[src/rtl/dm_io_responder_pkg.sv]
// Shared register map, bit positions and CTRL field layout for dm_io_responder.
package dm_io_pkg;

  localparam logic [4:0] IDX_CYCLE  = 5'd0;
  localparam logic [4:0] IDX_CTRL   = 5'd1;
  localparam logic [4:0] IDX_CMP    = 5'd2;
  localparam logic [4:0] IDX_TCNT   = 5'd3;
  localparam logic [4:0] IDX_STATUS = 5'd4;
  localparam logic [4:0] IDX_TXDATA = 5'd5;

  localparam int unsigned CTRL_TEN  = 0;
  localparam int unsigned CTRL_AUTO = 1;
  localparam int unsigned CTRL_IEN  = 2;

  localparam int unsigned ST_EXP     = 0;
  localparam int unsigned ST_FULL    = 1;
  localparam int unsigned ST_EMPTY   = 2;
  localparam int unsigned ST_OVF     = 3;
  localparam int unsigned ST_CNT_LSB = 8;

  typedef struct packed {
    logic ien;
    logic auto_rld;
    logic ten;
  } ctrl_t;

  function automatic ctrl_t ctrl_from_word(input logic [2:0] w);
    ctrl_t c;
    c.ten      = w[CTRL_TEN];
    c.auto_rld = w[CTRL_AUTO];
    c.ien      = w[CTRL_IEN];
    return c;
  endfunction

endpackage

[src/rtl/dm_io_responder_sync_fifo.sv]
// Synchronous FIFO with registered storage; a push while full is dropped and flagged.
module sync_fifo #(
  parameter int unsigned DEPTH = 8,
  parameter int unsigned WIDTH = 8,
  localparam int unsigned CNT_W = $clog2(DEPTH + 1)
) (
  input  logic             clk_i,
  input  logic             rst_i,
  input  logic             push_i,
  input  logic [WIDTH-1:0] push_data_i,
  input  logic             pop_i,
  output logic [WIDTH-1:0] head_o,
  output logic             full_o,
  output logic             empty_o,
  output logic [CNT_W-1:0] count_o,
  output logic             ovf_pulse_o
);

  localparam int unsigned PTR_W = $clog2(DEPTH);

  logic [WIDTH-1:0] mem_q [DEPTH];
  logic [PTR_W-1:0] wptr_q, wptr_d;
  logic [PTR_W-1:0] rptr_q, rptr_d;
  logic [CNT_W-1:0] cnt_q, cnt_d;
  logic             do_push, do_pop;

  assign full_o      = (cnt_q == CNT_W'(DEPTH));
  assign empty_o     = (cnt_q == '0);
  assign count_o     = cnt_q;
  assign head_o      = mem_q[rptr_q];
  // Fullness is judged on the pre-edge count, so a simultaneous pop cannot rescue a push.
  assign do_push     = push_i & ~full_o;
  assign do_pop      = pop_i & ~empty_o;
  assign ovf_pulse_o = push_i & full_o;

  always_comb begin
    wptr_d = wptr_q;
    rptr_d = rptr_q;
    cnt_d  = cnt_q;
    if (do_push) wptr_d = wptr_q + 1'b1;
    if (do_pop)  rptr_d = rptr_q + 1'b1;
    case ({do_push, do_pop})
      2'b10:   cnt_d = cnt_q + 1'b1;
      2'b01:   cnt_d = cnt_q - 1'b1;
      default: cnt_d = cnt_q;
    endcase
  end

  always_ff @(posedge clk_i) begin
    if (rst_i) begin
      wptr_q <= '0;
      rptr_q <= '0;
      cnt_q  <= '0;
      for (int unsigned i = 0; i < DEPTH; i++) mem_q[i] <= '0;
    end else begin
      wptr_q <= wptr_d;
      rptr_q <= rptr_d;
      cnt_q  <= cnt_d;
      if (do_push) mem_q[wptr_q] <= push_data_i;
    end
  end

endmodule

[src/rtl/dm_io_responder.sv]
// DM-port I/O responder: cycle counter, compare timer, TX FIFO.
// Optional registered interrupt output enabled by defining DM_IO_IRQ_EN.
module dm_io_responder
  import dm_io_pkg::*;
#(
  parameter int unsigned FIFO_DEPTH = 8,
  parameter int unsigned TX_WIDTH   = 8
) (
  input  logic                clk,
  input  logic                rst,
  input  logic                sel,
  input  logic                ena,
  input  logic                worr,
  input  logic [4:0]          addr,
  input  logic [31:0]         wdata,
  output logic [31:0]         rdata,
  output logic [TX_WIDTH-1:0] tx_data,
  output logic                tx_valid,
  input  logic                tx_ready
`ifdef DM_IO_IRQ_EN
  ,
  output logic                irq
`endif
);

  localparam int unsigned CNT_W = $clog2(FIFO_DEPTH + 1);

  logic [31:0] cycle_q, cycle_d;
  ctrl_t       ctrl_q, ctrl_d;
  logic [31:0] cmp_q, cmp_d;
  logic [31:0] tcnt_q, tcnt_d;
  logic        exp_q, exp_d;
  logic        ovf_q, ovf_d;
  logic        exp_set;

  logic we, re;
  logic wr_ctrl, wr_cmp, wr_status, wr_tx;

  logic             fifo_full, fifo_empty, fifo_ovf;
  logic [CNT_W-1:0] fifo_cnt;
  logic [31:0]      status_w;

  assign we        = sel & ena & worr;
  assign re        = sel & ena & ~worr;
  assign wr_ctrl   = we & (addr == IDX_CTRL);
  assign wr_cmp    = we & (addr == IDX_CMP);
  assign wr_status = we & (addr == IDX_STATUS);
  assign wr_tx     = we & (addr == IDX_TXDATA);

  assign tx_valid = ~fifo_empty;

  sync_fifo #(
    .DEPTH(FIFO_DEPTH),
    .WIDTH(TX_WIDTH)
  ) u_txfifo (
    .clk_i      (clk),
    .rst_i      (rst),
    .push_i     (wr_tx),
    .push_data_i(wdata[TX_WIDTH-1:0]),
    .pop_i      (tx_valid & tx_ready),
    .head_o     (tx_data),
    .full_o     (fifo_full),
    .empty_o    (fifo_empty),
    .count_o    (fifo_cnt),
    .ovf_pulse_o(fifo_ovf)
  );

  always_comb begin
    cycle_d = cycle_q + 32'd1;
    ctrl_d  = ctrl_q;
    cmp_d   = cmp_q;
    tcnt_d  = tcnt_q;
    exp_d   = exp_q;
    ovf_d   = ovf_q;
    exp_set = 1'b0;

    // A CTRL/CMP write restarts the count and suppresses the compare on that edge.
    if (wr_ctrl || wr_cmp) begin
      tcnt_d = '0;
      if (wr_ctrl) ctrl_d = ctrl_from_word(wdata[2:0]);
      if (wr_cmp)  cmp_d  = wdata;
    end else if (ctrl_q.ten) begin
      if (tcnt_q == cmp_q) begin
        exp_set = 1'b1;
        if (ctrl_q.auto_rld) tcnt_d = '0;
        else                 ctrl_d.ten = 1'b0;
      end else begin
        tcnt_d = tcnt_q + 32'd1;
      end
    end

    // Hardware sets take priority over same-cycle W1C clears.
    if (wr_status && wdata[ST_EXP]) exp_d = 1'b0;
    if (exp_set)                    exp_d = 1'b1;
    if (wr_status && wdata[ST_OVF]) ovf_d = 1'b0;
    if (fifo_ovf)                   ovf_d = 1'b1;
  end

  always_ff @(posedge clk) begin
    if (rst) begin
      cycle_q <= '0;
      ctrl_q  <= '0;
      cmp_q   <= '0;
      tcnt_q  <= '0;
      exp_q   <= 1'b0;
      ovf_q   <= 1'b0;
    end else begin
      cycle_q <= cycle_d;
      ctrl_q  <= ctrl_d;
      cmp_q   <= cmp_d;
      tcnt_q  <= tcnt_d;
      exp_q   <= exp_d;
      ovf_q   <= ovf_d;
    end
  end

  always_comb begin
    status_w                   = '0;
    status_w[ST_EXP]           = exp_q;
    status_w[ST_FULL]          = fifo_full;
    status_w[ST_EMPTY]         = fifo_empty;
    status_w[ST_OVF]           = ovf_q;
    status_w[ST_CNT_LSB +: 8]  = 8'(fifo_cnt);
  end

  always_comb begin
    rdata = '0;
    if (re) begin
      case (addr)
        IDX_CYCLE:  rdata = cycle_q;
        IDX_CTRL:   rdata = {29'd0, ctrl_q};
        IDX_CMP:    rdata = cmp_q;
        IDX_TCNT:   rdata = tcnt_q;
        IDX_STATUS: rdata = status_w;
        default:    rdata = '0;
      endcase
    end
  end

`ifdef DM_IO_IRQ_EN
  logic irq_q, irq_d;

  assign irq_d = exp_q & ctrl_q.ien;
  assign irq   = irq_q;

  always_ff @(posedge clk) begin
    if (rst) irq_q <= 1'b0;
    else     irq_q <= irq_d;
  end
`endif

endmodule
[config.mk]
export PLATFORM = sky130hd
export DESIGN_NAME = dm_io_responder
export DESIGN_NICKNAME = d
export VERILOG_FILES = /design/src/rtl/dm_io_responder_pkg.sv /design/src/rtl/dm_io_responder_sync_fifo.sv /design/src/rtl/dm_io_responder.sv
export SDC_FILE = /design/constraint.sdc
export NUM_CORES = 1
export LEC_CHECK = 0
export CAP_MARGIN = 15
export CORE_MARGIN = 2
export CORE_UTILIZATION = 35
export CTS_CLUSTER_SIZE = 14
export DETAILED_ROUTE_END_ITERATION = 7
export PLACE_DENSITY = 0.52
export SLEW_MARGIN = 5
export SYNTH_ARGS = -nofsm -noshare
export SYNTH_HDL_FRONTEND = slang
export SYNTH_SLANG_ARGS = --single-unit
export TNS_END_PERCENT = 5
[constraint.sdc]
create_clock -name clk -period 2.2 [get_ports clk]
set_input_delay 0.44 -clock clk [delete_from_list [all_inputs] [get_ports clk]]
set_output_delay 0.44 -clock clk [all_outputs]
set_load 0.01 [all_outputs]
==> results.yml, run 1 <==
run_status:
  outcome: "finished with violations"
  violations: "negative setup slack"
global_routing:
  grt_usage_pct: 20.5
  grt_pass1_wl_um: 43900
  grt_max_degree: 72
  met1_usage_pct: 26.3
  antenna_found_initial: 0
  grt.met2_usage_pct: 35.8
  use_met3_pct: 3.30
  grt_overflow: 0
  grt_pass1_vias: 7566
  busiest_layer: "met2"
die:
  die_area_mm2: 0.0278
  start_util_pct: 35.6
  core_mm2: 0.0261
  pin_count: 84
  die_x_um: 167
  die-height_um: 167
  rows: 59
clock_network:
  h-tree-depth: 4
  clkTransAtPathRegs_ns: 0.07
  cts_root_buffer: "clkbuf_16"
  ctsHoldBuffers: 0
  clockBufferDepth: 2
  clock_latency_ns: 0.44
  clock-sinks: 178
  cts_tree: "yes"
  cts_buffers: 17
final_layout:
  final.fill_count: 2484
  final_nets: 1188
  syn_to_final_growth_pct: 33.0
  antennaDiodeCount: 0
  drive_gt1_share_pct: 33.2
  final_core_util_pct: 47.3
pwr:
  power_leakage_nw: 4.88
  ir_drop_mv: 0.481
  power_density_mw_per_mm2: 556
  p_clk_share_pct: 43.5
  p_total_mw: 6.86
  p_seq_share_pct: 50.5
  p_sw_share_pct: 25.0
  combPwrFrac_pct: 6.0
  intPower_mw: 5.14
  p_sw_mw: 1.72
critical_path:
  cp-start-kind: "flip-flop"
  crit_fanout: 8
  crit_required_ns: 1.76
  crit_path_end_kind: "output pin"
  criticalPathCategory: "flip-flop to output pin"
  cp.arrival_ns: 1.93
routing:
  via_count: 7743
  wl_per_cell_um: 19.0
  drc: 0
  first_pass_iters: 5
  drtAntennaViolNets: 0
  drt_iter0_drc: 492
  viasPerCell: 5.21
  drt_wl_total_um: 28300
logic_synthesis:
  synth_warnings: 0
  syn-cell-area_mm2: 0.00927
  yosysMostFrequentCell: "dfxtp_1"
  synth.largest_area_cell: "dfxtp_1"
  synth.net_count: 989
  ys_types: 74
  syn_avg_cell_area_um2: 9.87
  synthArstFlopShare_pct: 0
  synth_common_cells: "114 x dfxtp_1, 97 x nand2_1, 78 x nor2_1, 70 x a21oi_1, 64 x edfxtp_1"
  ys.flop_type: "dfxtp_1"
  synth.top_cell.area_share_pct: 24.6
  ys_seq_elements: 178
  syn_inst: 939
  synth_area_leaders: "dfxtp_1 25%, edfxtp_1 21%, xor2_1 5.1%, nand2_1 3.9%, and2_1 3.9%"
  synth_seq_area_share_pct: 45.4
  synth_edf_count: 64
timing:
  worstMarginPinSlew_ns: 0.842
  finalMaxSlewViolations: 0
  setup_slack_ns: -0.167
  clock.fmax_mhz: 422
  finalCritPeriodShare_pct: 108
  skew_ns: 0.0122
  relSlewSlack_pct: 43.8
  hold_violations: 0
  rsz0062_at_grt: "true"
  finalSetupViolations: 14
  fin_crit_ns: 2.37
placement:
  dp_hpwl_um: 21000
  gp_congestion: 0.946
  post-place-ws_ns: -1.09
  port_buffers: 83
run:
  maxCapViolCount: 0
worst_hold_path:
  hp-class: "flip-flop to flip-flop"
==> registers in the layout (all words and copies together), names as in the netlist, named ones only <==
signal	cells
cmp_q	32
ctrl_q	3
cycle_q	32
exp_q	1
ovf_q	1
tcnt_q	32
u_txfifo.count_o	4
u_txfifo.mem_q	64
u_txfifo.rptr_q	3
u_txfifo.wptr_q	3
==> power by group through the flow <==
stage / logic (mW) / registers [mW] / clock network, mW
after floorplan: 0.172 / 3.53 / 0
after global placement: 0.376 / 3.54 / 0
after detailed placement: 0.376 / 3.54 / 0
after CTS: 0.406 / 3.46 / 3.06
after global routing: 0.435 / 3.47 / 3.18
final: 0.409 / 3.46 / 2.98
==> what timing repair did <==
action	4_1_cts	5_1_grt
pin swaps	13	9
gates resized for setup	218	63
buffers inserted	5	0
setup endpoints to repair	171	71
gates cloned	3	0
==> final timing paths <==
path,startpoint,to,slack [ns],depth (start not counted)
max,flip-flop,tx_data[5],-0.17,4
min,u_txfifo.rptr_q[1],u_txfifo.rptr_q[1],0.48,2
max reg2reg,u_txfifo.count_o[0],u_txfifo.count_o[2],-0.11,10
min reg2reg,u_txfifo.rptr_q[1],u_txfifo.rptr_q[1],0.48,2
==> metrics by stage <==
stage | std cells | hold WS [ns] | area (um2) | TNS, ns
3_3_place_gp | 1446 | 0.458 | 11500 | -108.74
5_1_grt | 1486 | 0.487 | 12300 | -3.05
3_5_place_dp | 1446 | 0.462 | 11500 | -116.69
2_1_floorplan | 939 | 0.436 | 9320 | -1.28
4_1_cts | 1486 | 0.480 | 12300 | -3.41
6_report | 1486 | 0.478 | 12300 | -1.64
==> cell type report <==
cell class	count	area (um2)	share of cell area (%)
Multi-Input combinational cell	691	5040	40.9
Sequential cell	178	4220	34.2
Timing Repair Buffer	239	2040	16.5
Clock buffer	17	425	3.45
Tap cell	335	419	3.40
Clock inverter	15	145	1.18
Inverter	11	41.3	0.335
==> worst max-delay path, stage by stage, from the launching register on <==
cell     delay (ns)
dfxtp_4        0.39
buf_12         0.15
mux4_2         0.54
mux2_4         0.28
buf_6          0.12
==> layout by cell type, fill, tap and decap left out, types with 10 or more instances in the layout <==
cell             instances
or3_1                   13
a21oi_1                 62
buf_12                  10
a21oi_2                 11
buf_2                   33
o31ai_1                 10
clkdlybuf4s50_1         35
buf_6                   18
a22oi_1                 30
o21ai_0                 14
mux4_2                  16
nor3_1                  15
xnor2_1                 12
buf_4                  138
clkbuf_16               17
and3_1                  18
nand3_1                 31
edfxtp_1                64
and2_1                  57
xor2_1                  50
nand2_1                 93
mux2_2                  23
nor2_1                  70
dfxtp_1                104
==> kinds of logic (layout without fill, tap and decap cells) <==
group,count (synthesis),in the layout,synth area share [%]
AND/OR/NAND/NOR,396,396,23.5
flip-flops,178,178,45.4
AO/OA/AOI/OAI,171,171,12.2
buffers and inverters,70,282,3.66
XOR/XNOR,66,66,6.24
multiplexers,51,51,8.10
adder cells (fa/ha/maj),7,7,0.945
==> layer usage <==
metal,wire length [um],part of all wire [%]
met4,536,1.9
met3,1060,3.7
met2,14200,50
met1,12400,44
met5,0,0
Power figures use the tool's default switching activity.
==> inputs of run 2 (changes only) <==
Settings changed: RECOVER_POWER set to 25.
==> run 2 against run 1 <==
Net effect:
- the run ends with max-capacitance violations, max-slew violations, negative setup slack left
- cell area down 0.22%
- sequential power about the same
- routed wire length about the same
- largest cell class unchanged
- largest power group unchanged
==> results.yml, run 2 (synthesized netlist as in run 1, its figures left out) <==
run_status:
  outcome: "finished with violations"
  violations: "max-capacitance violations, max-slew violations, negative setup slack"
timing:
  finalSetupViolations: 56
  worstMarginPinSlew_ns: 1.65
  hold_violations: 0
  finalMaxSlewViolations: 72
  skew_ns: 0.0119
  relSlewSlack_pct: -10.2
  finalCritPeriodShare_pct: 108
  rsz0062_at_grt: "true"
  clock.fmax_mhz: 423
  fin_crit_ns: 2.37
  setup_slack_ns: -0.166
critical_path:
  cpPeakStageDelay_ns: 0.54
  cp-start-kind: "flip-flop"
  crit_fanout: 8
  crit_required_ns: 1.76
  cp.buffers_inverters: 2
  crit_path_end_kind: "output pin"
  cp_cell_sequence: "buf_12, mux4_2, mux2_4, buf_6"
  criticalPathCategory: "flip-flop to output pin"
  critical-path-top-delay-family: "multiplexers"
  cp.arrival_ns: 1.93
  crit_slowest_cell: "mux4_2"
placement:
  dp_hpwl_um: 21000
  gp_congestion: 0.946
  place_area_mm2: 0.0115
  port_buffers: 83
final_layout:
  regArea_mm2: 0.00422
  largest_reg_flops: 64
  final_common_cell: "buf_4"
  multi_input_area_mm2: 0.00502
  final_area_mm2: 0.0123
  antennaDiodeCount: 0
  regMostFlops: "u_txfifo.mem_q"
  final_nets: 1188
  final_core_util_pct: 47.2
  syn_to_final_growth_pct: 32.7
  final.fill_count: 2489
  drive_gt1_share_pct: 32.6
  final_cell_mix: "134 x buf_4, 104 x dfxtp_1, 94 x nand2_1"
die:
  pin_count: 84
  die_x_um: 167
  core_mm2: 0.0261
  die_area_mm2: 0.0278
  start_util_pct: 35.6
  rows: 59
  die-height_um: 167
routing:
  via_count: 7722
  drtAntennaViolNets: 0
  first_pass_iters: 5
  viasPerCell: 5.20
  drt_wl_total_um: 28300
  wl_per_cell_um: 19.0
  drt_iter0_drc: 483
  drc: 0
global_routing:
  grt_overflow: 0
  use_met3_pct: 3.30
  busiest_layer: "met2"
  met1_usage_pct: 26.3
  grt_pass1_wl_um: 43900
  grt.met2_usage_pct: 35.8
  grt_usage_pct: 20.5
  grt_max_degree: 72
  antenna_found_initial: 0
  grt_pass1_vias: 7566
pwr:
  power_leakage_nw: 4.86
  power_density_mw_per_mm2: 557
  ir_drop_mv: 0.481
clock_network:
  clkTransAtPathRegs_ns: 0.07
  clock-sinks: 178
  clock_latency_ns: 0.44
  h-tree-depth: 4
  cts_buffers: 17
  cts_root_buffer: "clkbuf_16"
  cts_tree: "yes"
  clockBufferDepth: 2
worst_hold_path:
  hp-class: "flip-flop to flip-flop"
run:
  maxCapViolCount: 1
[run 2: layout make-up]
class	count	share of cell area, %
clock buffer	17	3.46
clock inverter	15	1.18
inverter	11	0.336
multi-input combinational	691	40.9
sequential	178	34.3
tap	335	3.41
timing repair buffer	239	16.4
[run 2: path summary, 6_finish.rpt]
path,start,to,slack [ns],depth (start not counted)
max,flip-flop,tx_data[5],-0.17,4
min,u_txfifo.rptr_q[1],u_txfifo.rptr_q[1],0.48,2
max reg2reg,u_txfifo.count_o[0],u_txfifo.count_o[2],-0.10,10
min reg2reg,u_txfifo.rptr_q[1],u_txfifo.rptr_q[1],0.48,2
[run 2: worst reg2reg max path: stages (launching register included)]
cell and delay (ns):
dfxtp_2 0.34, or4b_4 0.55, buf_6 0.14, nand4_4 0.11, ha_4 0.16, xor2_2 0.14, ha_2 0.19, a21oi_2 0.03
xor2_1 0.15, or3_1 0.31, a21oi_1 0.13
[run 2: where the power goes]
group / internal, mW / switching [mW]
sequential: 3.44 / 0.0196
clock: 1.51 / 1.48
combinational: 0.189 / 0.218
[run 2: what timing repair did]
item,in CTS,in global routing
hold buffers,0,0
pin swaps,13,9
buffers inserted,5,0
cloned,3,0
setup endpoints to repair,171,71
gates resized for setup,218,63
[run 2: metal layers]
metal,vias up,part of all wire (%)
met5,-,0
met2,186,50
li1,3798,-
met3,30,3.8
met4,0,1.9
met1,3708,44
[run 2: per-stage QoR]
stage | std cells | setup TNS (ns) | power, mW | setup WS [ns] | hold WS, ns
after floorplan | 939 | -1.28 | 3.70 | -0.0591 | 0.436
after detailed placement | 1446 | -116.69 | 3.92 | -1.09 | 0.462
after CTS | 1486 | -3.41 | 6.93 | -0.207 | 0.480
after global routing | 1486 | -11.58 | 7.08 | -0.211 | 0.487
after global placement | 1446 | -108.74 | 3.92 | -1.04 | 0.458
final | 1486 | -4.55 | 6.85 | -0.166 | 0.478
==> inputs of run 3 (changes only) <==
Settings changed: PLACE_DENSITY 0.52 to 0.5.
Clock period 2.2 ns to 2.82 ns, I/O delays scaled along.
==> run 3 against run 2 <==
Net effect:
- the flow now finishes without violations
- non-clock buffer count down 86
- routed wire length down 5.0%
- flip-flop and latch count unchanged
- core utilization down 3.7 points
==> results.yml, run 3 (synthesized netlist as in run 1, its figures left out) <==
run_status:
  outcome: "complete, no violations"
placement:
  gp_congestion: 0.856
  place_area_mm2: 0.0107
  port_buffers: 83
  dp_hpwl_um: 19700
final_layout:
  drive_gt1_share_pct: 18.8
  final_common_cell: "dfxtp_1"
  regArea_mm2: 0.00420
  final_core_util_pct: 43.5
  final_area_mm2: 0.0113
  antennaDiodeCount: 0
  multi_input_area_mm2: 0.00475
  final_cell_mix: "114 x dfxtp_1, 97 x nand2_1, 77 x nor2_1"
  syn_to_final_growth_pct: 22.4
  final_nets: 1102
  regMostFlops: "u_txfifo.mem_q"
  largest_reg_flops: 64
  final.fill_count: 2547
die:
  rows: 59
  core_mm2: 0.0261
  die_area_mm2: 0.0278
  start_util_pct: 35.6
  die_x_um: 167
  pin_count: 84
  die-height_um: 167
worst_hold_path:
  hold_depth: 2
  hp-start: "ctrl_q[2]"
  hp-class: "flip-flop to flip-flop"
  hold_path_end: "ctrl_q[2]"
clock_network:
  ctsHoldBuffers: 0
  clockBufferDepth: 2
  clkTransAtPathRegs_ns: 0.07
  cts_root_buffer: "clkbuf_16"
  cts_tree: "yes"
  clock_latency_ns: 0.44
  clock-sinks: 178
  h-tree-depth: 4
  cts_buffers: 17
pwr:
  power_leakage_nw: 4.39
  power_density_mw_per_mm2: 471
  ir_drop_mv: 0.394
  p_total_mw: 5.34
timing:
  rsz0062_at_grt: "false"
  relSlewSlack_pct: 14.6
  hold-worst-slack_ns: 0.471
  clock.fmax_mhz: 366
  finalCritPeriodShare_pct: 96.8
  worstMarginPinSlew_ns: 1.28
  skew_ns: 0.0130
  setup-tns-final_ns: 0
  fin_crit_ns: 2.73
  hold_violations: 0
  finalSetupViolations: 0
  finalMaxSlewViolations: 0
routing:
  via_count: 7282
  first_pass_iters: 5
  wl_per_cell_um: 19.2
  drt_wl_total_um: 26900
  drt_iter0_drc: 539
  drtAntennaViolNets: 0
  viasPerCell: 5.20
  drc: 0
critical_path:
  reg2reg_depth: 10
  cp-start-kind: "primary input"
  reg2reg_from: "u_txfifo.count_o[0]"
  worst-r2r-setup-slack_ns: 0.21
  cp.arrival_ns: 2.17
  r2r_end: "u_txfifo.count_o[2]"
  criticalPathCategory: "primary input to output pin"
  crit_required_ns: 2.26
  crit_fanout: 8
  crit_path_end_kind: "output pin"
global_routing:
  antenna_found_initial: 0
  grt_pass1_wl_um: 42000
  grt.met2_usage_pct: 33.6
  grt_usage_pct: 19.5
  met1_usage_pct: 25.4
  use_met3_pct: 3.30
  grt_overflow: 0
  busiest_layer: "met2"
  grt_pass1_vias: 7084
  grt_max_degree: 60
run:
  maxCapViolCount: 0
run 3: cell types whose count changed in the layout (fill, tap and decap cells not counted), moves of 9 or more:
cell           previous run  this run
buf_6                    18         3
buf_4                   134        59
dfxtp_2                   9         0
buf_2                    32         5
dlygate4sd2_1             1        36
mux2_4                    9         0
mux2_2                   23        32
dfxtp_1                 104       114
run 3: critical path, cell delays in order:
cell           delay [ns]
dlygate4sd2_1        0.29
nor3_2               0.05
buf_4                0.16
and2_0               0.13
buf_4                0.16
a222oi_1             0.38
a21oi_2              0.13
dlygate4sd2_1        0.30
run 3: metrics by stage:
step | instances | setup slack (ns)
after floorplan | 939 | 0.213
after global placement | 1361 | -0.616
after detailed placement | 1361 | -0.649
after CTS | 1400 | -0.172
after global routing | 1400 | 0.00326
final | 1400 | 0.0901
run 3: repair_timing:
item | CTS | global route
setup endpoints to repair | 40 | 6
resized for setup | 74 | 2
pin swaps | 5 | 2
buffers inserted | 5 | 0
gates cloned | 2 | 0
run 3: power breakdown:
part	switching, mW	leakage [nW]	internal (mW)
Combinational	0.156	2.54	0.123
Clock	1.17	0.278	1.19
Sequential	0.0158	1.58	2.69
Total	1.34	4.39	4.00
run 3: final cells by class:
class                           count  area share, %
Clock buffer                       18           3.78
Clock inverter                     14           1.32
Inverter                           11          0.364
Multi-Input combinational cell    691           41.9
Sequential cell                   178           37.1
Tap cell                          335           3.70
Timing Repair Buffer              153           11.9
run 3: worst max path at each step:
stage            start  cells after the start         to
3_3_place_gp   addr[3]                      7   rdata[0]
4_1_cts        addr[2]                      8   rdata[0]
5_1_grt        addr[1]                      7   rdata[0]
3_5_place_dp   addr[3]                      7   rdata[0]
2_1_floorplan  addr[0]                      6  rdata[13]
6_report       addr[4]                      8   rdata[0]
run 3: per-layer routing:
| layer | vias to the layer above | wire [um] |
|---|---|---|
| met2 | 179 | 13400 |
| li1 | 3633 | - |
| met5 | - | 0 |
| met3 | 25 | 1110 |
| met1 | 3445 | 12000 |
| met4 | 0 | 378 |
